$ cat src/rtl/counter_ctrl_pkg.sv
// Shared definitions for the counter controller: state encoding and default width.
package counter_ctrl_pkg;

  localparam int unsigned CounterWidthDefault = 4;

  typedef enum logic [1:0] {
    StIdle = 2'b00,
    StRun  = 2'b01,
    StHold = 2'b10,
    StDone = 2'b11
  } ctrlState_t;

endpackage

$ cat src/rtl/counter_core.sv
// Counter register: synchronous clear has priority over increment enable.
module counter_core
  import counter_ctrl_pkg::*;
#(
  parameter int WIDTH = CounterWidthDefault
) (
  input  logic             clock,
  input  logic             clear_n,
  input  logic             syncClear,
  input  logic             enable,
  output logic [WIDTH-1:0] Q
);

  logic [WIDTH-1:0] r_count;

  // Count register: async reset to zero, sync clear wins over increment.
  always_ff @(posedge clock or negedge clear_n) begin
    if (!clear_n) begin
      r_count <= '0;
    end else if (syncClear) begin
      r_count <= '0;
    end else if (enable) begin
      r_count <= r_count + 1'b1;
    end
  end

  assign Q = r_count;

endmodule

$ cat src/rtl/counter_ctrl.sv
// Counter controller: run/hold/done FSM around counter_core with one-shot
// and auto-reload modes, a registered terminal pulse and a start/done handshake.
module counter_ctrl
  import counter_ctrl_pkg::*;
#(
  parameter int WIDTH = CounterWidthDefault
) (
  input  logic             clock,
  input  logic             clear_n,
  input  logic             start,
  input  logic             stop,
  input  logic             pause,
  input  logic             periodic,
  input  logic [WIDTH-1:0] limit,
  output logic [WIDTH-1:0] Q,
  output logic             busy,
  output logic             done,
  output logic [1:0]       state
);

  ctrlState_t       r_state;
  ctrlState_t       w_nextState;
  logic [WIDTH-1:0] r_limit;
  logic             r_mode;
  logic             r_done;
  logic [WIDTH-1:0] w_count;
  logic             w_atLimit;
  logic             w_terminal;
  logic             w_syncClear;
  logic             w_enable;
  logic             w_latch;

  counter_core #(
    .WIDTH(WIDTH)
  ) u_core (
    .clock    (clock),
    .clear_n  (clear_n),
    .syncClear(w_syncClear),
    .enable   (w_enable),
    .Q        (w_count)
  );

  assign w_atLimit = (w_count == r_limit);

  // Next state and counter control; priority is stop, then pause, then terminal, then increment.
  always_comb begin
    w_nextState = r_state;
    w_syncClear = 1'b0;
    w_enable    = 1'b0;
    w_terminal  = 1'b0;
    w_latch     = 1'b0;
    case (r_state)
      StIdle: begin
        w_syncClear = 1'b1;
        if (start) begin
          w_nextState = StRun;
          w_latch     = 1'b1;
        end
      end
      StRun: begin
        if (stop) begin
          w_nextState = StIdle;
          w_syncClear = 1'b1;
        end else if (pause) begin
          w_nextState = StHold;
        end else if (w_atLimit) begin
          w_terminal = 1'b1;
          if (r_mode) begin
            w_syncClear = 1'b1;
          end else begin
            w_nextState = StDone;
          end
        end else begin
          w_enable = 1'b1;
        end
      end
      StHold: begin
        if (stop) begin
          w_nextState = StIdle;
          w_syncClear = 1'b1;
        end else if (!pause) begin
          w_nextState = StRun;
        end
      end
      StDone: begin
        if (stop || !start) begin
          w_nextState = StIdle;
          w_syncClear = 1'b1;
        end
      end
      default: begin
        w_nextState = StIdle;
        w_syncClear = 1'b1;
      end
    endcase
  end

  // FSM state register.
  always_ff @(posedge clock or negedge clear_n) begin
    if (!clear_n) begin
      r_state <= StIdle;
    end else begin
      r_state <= w_nextState;
    end
  end

  // Limit and mode are captured only when a run starts, so later input changes are ignored.
  always_ff @(posedge clock or negedge clear_n) begin
    if (!clear_n) begin
      r_limit <= '0;
      r_mode  <= 1'b0;
    end else if (w_latch) begin
      r_limit <= limit;
      r_mode  <= periodic;
    end
  end

  // Done is the terminal event delayed by one edge, giving a clean one-cycle pulse.
  always_ff @(posedge clock or negedge clear_n) begin
    if (!clear_n) begin
      r_done <= 1'b0;
    end else begin
      r_done <= w_terminal;
    end
  end

  assign Q     = w_count;
  assign done  = r_done;
  assign busy  = (r_state == StRun) || (r_state == StHold);
  assign state = r_state;

endmodule

$ cat config.mk
export PLATFORM = sky130hd
export DESIGN_NAME = counter_ctrl
export DESIGN_NICKNAME = d
export VERILOG_FILES = /design/src/rtl/counter_ctrl_pkg.sv /design/src/rtl/counter_core.sv /design/src/rtl/counter_ctrl.sv
export SDC_FILE = /design/constraint.sdc
export NUM_CORES = 1
export LEC_CHECK = 0
export ABC_AREA = 0
export BUFFER_PORTS_ARGS = -buffer_cell sky130_fd_sc_hd__buf_2
export CAP_MARGIN = 15
export CORE_MARGIN = 1
export CORE_UTILIZATION = 39
export CTS_CLUSTER_DIAMETER = 120
export CTS_CLUSTER_SIZE = 40
export DETAILED_ROUTE_END_ITERATION = 16
export GPL_TIMING_DRIVEN = 0
export SLEW_MARGIN = 5
export SYNTH_ARGS = -nofsm -noshare
export SYNTH_HDL_FRONTEND = slang
export SYNTH_SLANG_ARGS = --single-unit
$ cat constraint.sdc
create_clock -name clock -period 2.3 [get_ports clock]
set_input_delay 0.345 -clock clock [delete_from_list [all_inputs] [get_ports clock]]
set_output_delay 0.345 -clock clock [all_outputs]
set_load 0.005 [all_outputs]
==> results.md <==
* Initial DRC count at 6
* # clock sinks at 12
* Status: complete, but fails checks
* Yosys Warn Count at 0
* Endpoint class of the critical path: flop
* WL final at roughly 1200 um
* Area Growth Syn to Fin at 22.1%
* Post-CTS sizing at 0
* I/O Buffers at 17
* Vert. Die Dim at 43.9 um
* Vias in the first global route at roughly 500
* Post-synth top area cell: dfrtp_1
* Die ar. at between 1500 and 2000 um^2
* Register area share after synthesis at between 40% and 50%
* Routed Antenna Nets at 0
* Post-Place Worst Slack at around 0.27 ns
* Worst rel slew slack at approximately three quarters
* Pin count of the biggest net entering global routing at 13
* Wire per inst at between 10 and 15 um
* Final setup vio count at 0
* Worst setup startpoint: state[1]$_DFFE_PN0P_
* Post-CTS repair timing setup buffer count at 0
* RR Endpoint: u_core.Q[3]$_DFFE_PN0P_
* CTS tree: done
* Share of the synthesized area in the top cell type at 43.9%
* Reg2Reg Depth at 6
* Peak Freq at 0.485 GHz
* Max IR drop VDD at 543 uV
* I/O pin count at 18
* Worst clock skew at about 0.0056 ns
* Core ar. at about 1600 um^2
* Clock transition at path regs at 0.07 ns
* # diodes at 0
* Mean area per synthesized cell at between 10 and 15 um^2
* First-pass GRT wire length at 2110 um
* Most frequent cells in the layout: 17 x buf_2, 12 x dfrtp_1, 6 x inv_1, 6 x ha_1, 5 x mux2_2
* Synthesized area at just under 700 um^2
* Number of core rows at 14
* Reg2reg start: state[1]$_DFFE_PN0P_
* LEAKAGE at around 0.00041 uW
* Hold Buf Count CTS at 1
* Cell variety after synth at 24
* GRT Total Usage at 15.8%
* Final WS setup at 0.236 ns
* R2r setup slk at 0.24 ns
* Max_cap viols at 0
* Largest cells by area after synthesis: dfrtp_1 44%, ha_1 11%, mux2_2 8.2%
* Cell count after synthesis at 63
* Worst Path Arrival at 2.27 ns
* WS Path Type: flop to flop
* Commonest non-fill, non-tap cell in the layout: buf_2
* Post-DP HPWL at 960 um
* Via count at about 530
* Pre-antenna DRT Iters at 9
* CTS Buffer Depth at 2
* Pwr Density at 1090 nW/um^2
* Avg Vias per Cell at between 5 and 6
* HP Class: input port to flop
* Initial antenna violation count at 0
* Final Cycle Share at around 90%
* Type of origin of the critical path: flop
* CTS buffer count at 3
* Grt total ovfl at 0
* Crit path required time at around 2.5 ns
* Final hold viol count at 0
* Failing checks: DRC
* Post-route minimum period at ~2.1 ns
* CTS root buf: clkbuf_4
* Slew @ Worst Pin at about 0.36 ns
* Routability congestion estimate from global placement at about 0.76
* Fillers at 155
* Layout cell share with drive strength beyond 1 at approximately a third
* Die width at 43.9 um
* Register bit total from synthesis at 12
* Critical path destination: u_core.Q[3]$_DFFE_PN0P_
* Initial Util at 43.4%
* CP Max Fanout at 6
* Final #Nets at approximately 100
* Final Max Slew Viols at 0
* Setup TNS Final at 0 ns
* Htree depth at 1
* RSZ-0062 raised after global routing: no
* # DRC at 1
* Clk_lat worst skew at ~0.27 ns
* Synthesized net count at slightly below 80
worst min-delay path by stage:
stage / startpoint / to / cells after the start
finish: periodic / r_mode$_DFFE_PN0P_ / 2
floorplan: clear_n / done$_DFF_PN0_ / 0
CTS: periodic / r_mode$_DFFE_PN0P_ / 2
global route: periodic / r_mode$_DFFE_PN0P_ / 2
global placement: clear_n / done$_DFF_PN0_ / 1
detailed placement: clear_n / done$_DFF_PN0_ / 1
final cells by class:
cell class              instances  area [um^2]  share of cell area (%)
clock buffers                   4         36.3                    4.34
repair buffers                 18         95.1                    11.4
inverters                       6         22.5                    2.69
well taps                      16         20.0                    2.40
multi-input cells              45          362                    43.3
flip-flops and latches         12          300                    35.9
registers in the layout (all words and copies together) (netlist names):
signal,flops
r_mode,1
r_limit,4
done,1
u_core.Q,4
state,2
layer usage:
metal / GRT usage, % / vias up / wire length (um)
li1: - / 268 / -
met1: 17.0 / 247 / 576
met2: 26.3 / 11 / 553
met3: 7.50 / 5 / 52
met4: 7.27 / 0 / 23
met5: 0 / - / 0
cell usage after synthesis:
library cell and instances:
a41o_2 1, or3b_1 1, nor2_1 3, xor2_1 1
xnor2_1 4, mux2_2 5, nand3b_1 1, nor3b_1 1
nor2b_1 2, o22a_1 1, ha_1 6, mux2i_1 2
inv_1 6, dfrtp_1 12, o221ai_1 2, a22oi_1 1
a21oi_1 4, nand3_1 1, nand2b_1 1, nand4_1 1
nor3_1 2, nand2_1 1, or3_1 2, o21ai_0 2
power breakdown:
part           total, uW  internal, uW  switching, uW
combinational        402           207            195
sequential           344           282           62.8
clock                165          96.3           68.4
total                911           585            326
cells by family (layout without fill, tap and decap cells):
family	Yosys count	in the layout	share of synthesized area (%)
AND/OR/NAND/NOR	16	16	13.3
adder cells (fa/ha/maj)	6	6	11.0
AO/OA/AOI/OAI	11	11	11.0
flip-flops	12	12	43.9
buffers and inverters	6	28	3.29
multiplexers	7	7	11.2
XOR/XNOR	5	5	6.40
stage by stage:
stage	cell area [um^2]	util (%)	power, uW	instances	hold slack [ns]
final	836	53.0	911	101	0.302
after global routing	836	53.0	989	101	0.277
after CTS	836	53.0	927	101	0.288
after detailed placement	790	50.1	755	96	0.236
after global placement	790	50.1	743	96	0.234
after floorplan	684	-	635	63	0.0494
critical path, stage by stage, from the launching register on:
cell,delay [ns]
dfrtp_1,0.43
inv_1,0.11
ha_1,0.23
or3b_1,0.42
a41o_2,0.30
or3_1,0.35
a21oi_1,0.14
(Power assumes the default switching activity.)
